### src/rtl/vga_out_engine.sv
// VGA timing generator, pixel-coordinate issuer and TinyTapeout pin packer.
// Sync and blanking pass through a PIX_LAT-tick delay line so they stay aligned with the engine colour.
module vga_out_engine #(
  parameter int CLK_DIV  = 2,
  parameter int H_ACTIVE = 640,
  parameter int H_FP     = 16,
  parameter int H_SYNC   = 96,
  parameter int H_BP     = 48,
  parameter int V_ACTIVE = 480,
  parameter int V_FP     = 10,
  parameter int V_SYNC   = 2,
  parameter int V_BP     = 33,
  parameter int SYNC_POL = 0,
  parameter int PIX_LAT  = 2,
  parameter int CW       = 10
) (
  input  logic          clk,
  input  logic          rst,
  input  logic [1:0]    mode,
  input  logic [7:0]    pix_rgb,
  output logic [CW-1:0] pix_x,
  output logic [CW-1:0] pix_y,
  output logic          pix_req,
  output logic          frame_start,
  output logic [7:0]    uo_out
);

  localparam int H_TOTAL = H_ACTIVE + H_FP + H_SYNC + H_BP;
  localparam int V_TOTAL = V_ACTIVE + V_FP + V_SYNC + V_BP;
  localparam int DW      = (CLK_DIV > 1) ? $clog2(CLK_DIV) : 1;

  localparam logic [DW-1:0] DIV_LAST = DW'(CLK_DIV - 1);
  localparam logic [CW-1:0] H_LAST   = CW'(H_TOTAL - 1);
  localparam logic [CW-1:0] V_LAST   = CW'(V_TOTAL - 1);
  localparam logic [CW-1:0] H_ACT    = CW'(H_ACTIVE);
  localparam logic [CW-1:0] V_ACT    = CW'(V_ACTIVE);
  localparam logic [CW-1:0] H_SS     = CW'(H_ACTIVE + H_FP);
  localparam logic [CW-1:0] H_SE     = CW'(H_ACTIVE + H_FP + H_SYNC);
  localparam logic [CW-1:0] V_SS     = CW'(V_ACTIVE + V_FP);
  localparam logic [CW-1:0] V_SE     = CW'(V_ACTIVE + V_FP + V_SYNC);
  localparam logic          SYNC_ON  = (SYNC_POL != 0);
  localparam logic          SYNC_OFF = (SYNC_POL == 0);

  typedef struct packed {
    logic          hs;
    logic          vs;
    logic          act;
    logic [CW-1:0] x;
    logic [CW-1:0] y;
  } stage_t;

  localparam stage_t STAGE_RST = '{hs: SYNC_OFF, vs: SYNC_OFF, act: 1'b0, x: '0, y: '0};

  logic [DW-1:0] div_q;
  logic [CW-1:0] h_q;
  logic [CW-1:0] v_q;
  logic          tick;
  logic          h_wrap;
  logic          v_wrap;
  logic          active;
  logic          hs_now;
  logic          vs_now;
  stage_t        stage_in;
  stage_t        dl_q [PIX_LAT];
  stage_t        tail;
  logic [1:0]    mode_q;
  logic [2:0]    bar;
  logic [7:0]    colour;
  logic [7:0]    uo_d;
  logic          unused_bits;

  assign tick        = (div_q == DIV_LAST);
  assign h_wrap      = (h_q == H_LAST);
  assign v_wrap      = (v_q == V_LAST);
  assign active      = (h_q < H_ACT) && (v_q < V_ACT);
  assign hs_now      = ((h_q >= H_SS) && (h_q < H_SE)) ? SYNC_ON : SYNC_OFF;
  assign vs_now      = ((v_q >= V_SS) && (v_q < V_SE)) ? SYNC_ON : SYNC_OFF;
  assign pix_x       = h_q;
  assign pix_y       = v_q;
  assign pix_req     = tick & active;
  assign frame_start = tick & (h_q == '0) & (v_q == '0);

  always_ff @(posedge clk) begin
    if (rst) begin
      div_q <= '0;
      h_q   <= '0;
      v_q   <= '0;
    end else begin
      div_q <= tick ? '0 : div_q + 1'b1;
      if (tick) begin
        h_q <= h_wrap ? '0 : h_q + 1'b1;
        if (h_wrap) begin
          v_q <= v_wrap ? '0 : v_q + 1'b1;
        end
      end
    end
  end

  always_comb begin
    stage_in = '{hs: hs_now, vs: vs_now, act: active, x: h_q, y: v_q};
  end

  always_ff @(posedge clk) begin
    if (rst) begin
      for (int i = 0; i < PIX_LAT; i++) begin
        dl_q[i] <= STAGE_RST;
      end
    end else if (tick) begin
      dl_q[0] <= stage_in;
      for (int i = 1; i < PIX_LAT; i++) begin
        dl_q[i] <= dl_q[i-1];
      end
    end
  end

  // Mode only changes on the frame_start tick so a frame is never drawn in two modes.
  always_ff @(posedge clk) begin
    if (rst) begin
      mode_q <= 2'b00;
    end else if (frame_start) begin
      mode_q <= mode;
    end
  end

  always_comb begin
    tail   = dl_q[PIX_LAT-1];
    bar    = tail.x[CW-1:CW-3];
    colour = 8'h00;
    if (tail.act) begin
      unique case (mode_q)
        2'b00, 2'b01: colour = pix_rgb;
        2'b10:        colour = {{3{bar[2]}}, {3{bar[1]}}, {2{bar[0]}}};
        default:      colour = ((tail.x[4:0] == 5'd0) || (tail.y[4:0] == 5'd0)) ? 8'hFF : 8'h00;
      endcase
    end
  end

  // colour is {r[2:0], g[2:0], b[1:0]}; the PMOD layout interleaves the two MSBs of each channel.
  always_comb begin
    if (mode_q == 2'b00) begin
      uo_d = {colour[7:6], colour[4:3], colour[1:0], tail.hs, tail.vs};
    end else begin
      uo_d = {tail.hs, colour[0], colour[3], colour[6], tail.vs, colour[1], colour[4], colour[7]};
    end
  end

  assign unused_bits = ^{colour[5], colour[2], tail.x, tail.y};

  always_ff @(posedge clk) begin
    if (rst) begin
      uo_out <= {6'b000000, SYNC_OFF, SYNC_OFF};
    end else if (tick) begin
      uo_out <= uo_d;
    end
  end

endmodule

### config.mk
export PLATFORM = sky130hd
export DESIGN_NAME = vga_out_engine
export DESIGN_NICKNAME = d
export VERILOG_FILES = /design/src/rtl/vga_out_engine.sv
export SDC_FILE = /design/constraint.sdc
export NUM_CORES = 1
export LEC_CHECK = 0
export CAP_MARGIN = 10
export CORE_AREA = 2 2 86 71
export CTS_CLUSTER_SIZE = 25
export DETAILED_ROUTE_END_ITERATION = 16
export DIE_AREA = 0 0 88 73
export GPL_TIMING_DRIVEN = 0
export PLACE_DENSITY = 0.81
export SKIP_CTS_REPAIR_TIMING = 1
export SLEW_MARGIN = 40
export SYNTH_ARGS = -nofsm -noshare
export SYNTH_HDL_FRONTEND = slang
export SYNTH_SLANG_ARGS = --single-unit
### constraint.sdc
create_clock -name clk -period 2.3 [get_ports clk]
set_input_delay 0.345 -clock clk [delete_from_list [all_inputs] [get_ports clk]]
set_output_delay 0.345 -clock clk [all_outputs]
set_load 0.05 [all_outputs]
==> results of run 1 <==
## stage by stage
stage                     cells  hold WS, ns  setup TNS [ns]  power [mW]
after floorplan             289        0.477               0        1.42
after global placement      409        0.438           -4.57        1.49
after detailed placement    409        0.450          -0.177        1.50
after CTS                   425        0.462          -0.645        2.33
after global routing        425        0.489               0        2.40
final                       425        0.457               0        2.32
## cell families after synthesis
family | count (synthesis)
XOR/XNOR | 8
buffers and inverters | 24
AO/OA/AOI/OAI | 56
AND/OR/NAND/NOR | 132
multiplexers | 1
adder cells (fa/ha/maj) | 5
flip-flops | 63
## critical path, stage by stage, from the launching register on
cell and delay [ns]:
dfxtp_1 0.42, nor4b_1 0.52, nand2_1 0.12, nor3_2 0.19, clkbuf_4 0.26
## path summary, 6_finish.rpt
check	cells past startpoint	from	endpoint	slack [ns]
worst min register to register	2	uo_out[4]	uo_out[4]	0.46
worst min-delay path	2	uo_out[4]	uo_out[4]	0.46
worst max register to register	6	pix_x[0]	pix_y[7]	0.12
worst max-delay path	4	pix_x[3]	frame_start	0.09
## final cells by class
type / count / area (µm²)
sequential: 63 / 1580
tap: 81 / 101
timing repair buffer: 39 / 390
clock inverter: 6 / 35.0
fill: 460 / 2060
inverter: 11 / 41.3
buffer: 13 / 55.1
clock buffer: 10 / 138
multi-input combinational: 202 / 1250
## power groups by stage
stage                     logic (mW)  clock network (mW)  registers, mW
after floorplan                0.120                   0           1.30
after global placement         0.229                   0           1.27
after detailed placement       0.236                   0           1.27
after CTS                      0.237               0.852           1.24
after global routing           0.258               0.891           1.25
final                          0.237               0.840           1.24
## per-layer routing
metal,track usage (%),vias up,share of wire [%]
met5,0,-,0
met4,8.72,0,1.5
met3,7.58,13,6.5
met2,35.4,87,48
met1,28.2,1106,44
li1,-,1147,-
## registers in the layout, summed over array words and instances (netlist names)
register,cells
dl_q,32
pix_x,10
pix_y,10
uo_out,8
mode_q,2
div_q,1
## cells in the mapped netlist
cell and instances:
o211ai_1 2, nor3_1 5, nand2_1 21, inv_1 11
nand4bb_4 1, or3_1 7, maj3_1 1, nand3_1 12
a21o_1 3, a21oi_1 20, nand2b_1 6, o31ai_1 4
nor2b_1 3, and4_1 1, nand4b_1 2, xor2_1 1
and3_1 4, a311o_1 2, o21ai_0 15, nand4_1 5
ha_1 4, mux2_2 1, a22o_1 3, or4_1 2
edfxtp_1 32, clkbuf_1 10, a221oi_1 2, nor3b_1 1
o21bai_2 1, dfxtp_1 31, o221a_2 1, nor4_1 3
nor4b_1 4, and2_1 27, o31a_1 1, xnor2_1 7
clkbuf_2 1, buf_4 1, buf_2 1, and4b_1 1
a41o_1 2, nor2_1 27
==> results_dict.tcl, run 1 <==
set metrics [dict create \
    outcome "complete, no violations" \
    first_global_vias 2218 \
    synth_fa_ha_area_share_pct 2.07 \
    yosys.area_share.simple_pct 25.1 \
    critPathRequiredTime_ns 1.96 \
    internal-power_mw 1.72 \
    hold_violations 0 \
    hp-class "reg2reg" \
    synthToLayoutAreaGrowth_pct 23.8 \
    dieArea_um2 6420 \
    place_hpwl_um 4620 \
    antenna_left 0 \
    h-tree-depth 3 \
    synth_compound_area_share_pct 12.3 \
    place_ws_ns -0.107 \
    min_period_over_period_pct 96.0 \
    dr.pass1.iters 5 \
    track_usage_pct 22.3 \
    cts_root_buffer "clkbuf_8" \
    period_needed_ns 2.21 \
    p_clk_share_pct 36.2 \
    tightest_slew_ns 0.648 \
    cts_tree "yes" \
    drt_iter0_markers 100 \
    skew_ns 0.00942 \
    power_switching_uw 597 \
    port_buffers 39 \
    numCtsBuffers 9 \
    cap_violations 0 \
    relSlewSlack_pct 56.7 \
    swShare_pct 25.7 \
    clk_latency_ns 0.35 \
    synth-seq-cells 63 \
    grt_overflow 0 \
    cts.clk_slew.worst_paths_ns 0.07 \
    synth_top_family_by_area "simple AND/OR/NAND/NOR gates" \
    power_leakage_nw 1.28 \
    wl_um 6590 \
    final_common_cell "clkdlybuf4s50_1" \
    core_um2 5660 \
    postLayoutCoreUtil_pct 63.6 \
    nNetsFinal 355 \
    die_y_um 73 \
    routedWlPerCell_um 15.5 \
    grt_pass1_wl_um 10600 \
    ys_seq_area_share_pct 54.4 \
    synth_largest_area_cell "edfxtp_1" \
    fin_area_um2 3600 \
    finalSetupViolCount 0 \
    grt_max_degree 34 \
    vias 2353 \
    rsz0062_at_grt "no" \
    rows 25 \
    comb_power_share_pct 10.2 \
    ys_warn_count 0 \
    p_seq_share_pct 53.6 \
    crit_path_start_kind "flip-flop" \
    cts_max_path_buffers 2 \
    cts_sinks 63 \
    antenna_found_initial 0 \
    muxShareOfSynthArea_pct 0.387 \
    critPathKind "reg2out" \
    ios 42 \
    syn_inst 289 \
    gp_congestion 0.804 \
    syn_area_per_cell_um2 10.1 \
    cellPowerDensity_nw_per_um2 645 \
    synth_xor_area_share_pct 2.41 \
    ir_worst_vdd_v 0.000291 \
    vias_per_cell 5.54 \
    fp.dieW_um 88 \
    cp_max_fo 8 \
    layout_common_cells "clkdlybuf4s50_1, edfxtp_1, dfxtp_1" \
    yosysTopAreaCellShare_pct 33.0 \
    drive_gt1_share_pct 8.72 \
    num_antenna_cells 0 \
    crit_path_end_kind "primary output" \
    synth.distinct_cells 42 \
    synth.net_count 305 \
    setup_ws_ns 0.0917 \
    fmax_mhz 453 \
    cp_data_arrival_time_ns 1.86 \
    drv_slew 0 \
    placed_area_um2 3410 \
    start_util_pct 51.4 \
    ys_top_cells_by_area "edfxtp_1, dfxtp_1, and2_1, nor2_1, a21oi_1" \
    synth.cell_area_um2 2910 \
    drc 0 \
]
Power figures use the tool's default switching activity.
==> inputs of run 2 (changes only) <==
--- a/config.mk
+++ b/config.mk
@@ -6,12 +6,12 @@
 export NUM_CORES = 1
 export LEC_CHECK = 0
 export CAP_MARGIN = 10
-export CORE_AREA = 2 2 86 71
+export CORE_AREA = 2 2 89 74
 export CTS_CLUSTER_SIZE = 25
 export DETAILED_ROUTE_END_ITERATION = 16
-export DIE_AREA = 0 0 88 73
+export DIE_AREA = 0 0 91 76
 export GPL_TIMING_DRIVEN = 0
-export PLACE_DENSITY = 0.81
+export PLACE_DENSITY = 0.76
 export SKIP_CTS_REPAIR_TIMING = 1
 export SLEW_MARGIN = 40
 export SYNTH_ARGS = -nofsm -noshare
==> results_dict.tcl, run 2 (synthesized netlist as in run 1, its figures left out) <==
set metrics [dict create \
    core_um2 6120 \
    critPathRequiredTime_ns 1.96 \
    stdcell_count 428 \
    crit_path_end_kind "primary output" \
    h-tree-depth 3 \
    dr.pass1.iters 4 \
    fin_hold_ws_ns 0.456 \
    period_needed_ns 2.17 \
    grt_pass1_wl_um 10600 \
    min_from "uo_out[4]" \
    first_global_vias 2203 \
    min_period_over_period_pct 94.2 \
    numCtsBuffers 9 \
    r2r-end "pix_y[9]" \
    drv_slew 0 \
    top_register "dl_q" \
    largest_reg_flops 32 \
    timing.rr.start "pix_x[0]" \
    crit_path_start_kind "flip-flop" \
    fin_area_um2 3650 \
    dp.cells 412 \
    dieArea_um2 6920 \
    relSlewSlack_pct 55.5 \
    fmax_mhz 462 \
    cts_root_buffer "clkbuf_8" \
    power_leakage_nw 1.29 \
    grt_max_degree 34 \
    cts_sinks 63 \
    hp-class "reg2reg" \
    cellPowerDensity_nw_per_um2 690 \
    outcome "complete, no violations" \
    holdPathStages 2 \
    rows 26 \
    antenna_found_initial 0 \
    cap_violations 0 \
    tightest_slew_ns 0.665 \
    ir_worst_vdd_v 0.000397 \
    total_power_mw 2.52 \
    finalSetupViolCount 0 \
    place_hpwl_um 4350 \
    synthToLayoutAreaGrowth_pct 25.6 \
    cts.clk_slew.worst_paths_ns 0.06 \
    placed_area_um2 3410 \
    track_usage_pct 19.3 \
    wl_um 6300 \
    port_buffers 39 \
    gp_congestion 0.836 \
    drive_gt1_share_pct 8.72 \
    ios 42 \
    ff2ff_setup_slack_ns 0.22 \
    die_y_um 76 \
    hold_violations 0 \
    cts_tree "yes" \
    vias 2271 \
    nNetsFinal 355 \
    cp_max_fo 7 \
    num_antenna_cells 0 \
    whs_endpoint "uo_out[4]" \
    final_common_cell "clkdlybuf4s50_1" \
    cts_max_path_buffers 2 \
    drc 0 \
    layout_common_cells "clkdlybuf4s50_1, edfxtp_1, dfxtp_1" \
    rsz0062_at_grt "no" \
    fp.dieW_um 91 \
    vias_per_cell 5.31 \
    postLayoutCoreUtil_pct 59.7 \
    grt_overflow 0 \
    antenna_left 0 \
    critPathKind "reg2out" \
    routedWlPerCell_um 14.7 \
    skew_ns 0.00554 \
    cp_data_arrival_time_ns 1.82 \
    start_util_pct 47.5 \
    rr_worst_depth 6 \
    clk_latency_ns 0.34 \
    drt_iter0_markers 124 \
]
[run 2: final cells by class]
cell class,instances,area [µm²]
clock inverter,4,70.1
timing repair buffer,39,390
sequential,63,1580
multi-input combinational,202,1260
tap,84,105
fill,536,2460
buffer,13,55.1
clock buffer,12,145
inverter,11,41.3
[run 2: worst max path at each step]
stage | cells past startpoint | endpoint | slack, ns | start
after global routing | 6 | frame_start | 0.02 | pix_y[0]
after floorplan | 6 | pix_y[7] | 0.003 | pix_x[0]
final | 6 | frame_start | 0.13 | pix_y[0]
after global placement | 3 | dl_q[0][24] | -0.13 | rst
after detailed placement | 6 | frame_start | -0.07 | pix_x[0]
after CTS | 6 | frame_start | -0.47 | pix_x[0]
[run 2: through the flow]
stage | setup WS, ns | setup TNS, ns
CTS | -0.467 | -0.605
finish | 0.134 | 0
floorplan | 0.00324 | 0
detailed placement | -0.0742 | -0.0742
global placement | -0.126 | -4.19
global route | 0.0203 | 0
[run 2: routing by layer]
metal  GRT usage (%)  vias to the layer above  wire [µm]  share of wire, %
met2            30.0                       57       2910                46
li1                -                     1140          -                 -
met4            5.61                        0         66               1.0
met3            7.32                        7        318               5.1
met5               0                        -          0                 0
met1            25.3                     1067       3000                48
[run 2: worst max-delay path, cell delays in order, from the launching register on]
cell and delay [ns]:
dfxtp_1 0.40, inv_1 0.11, ha_1 0.14, nor2b_1 0.20, nand3_1 0.18, nor3_2 0.20
clkbuf_4 0.25
[run 2: power by group]
group	internal, mW	leakage (nW)	switching, mW
sequential	1.23	0.583	0.0171
clock	0.637	0.110	0.406
combinational	0.0845	0.593	0.152
total	1.95	1.29	0.575
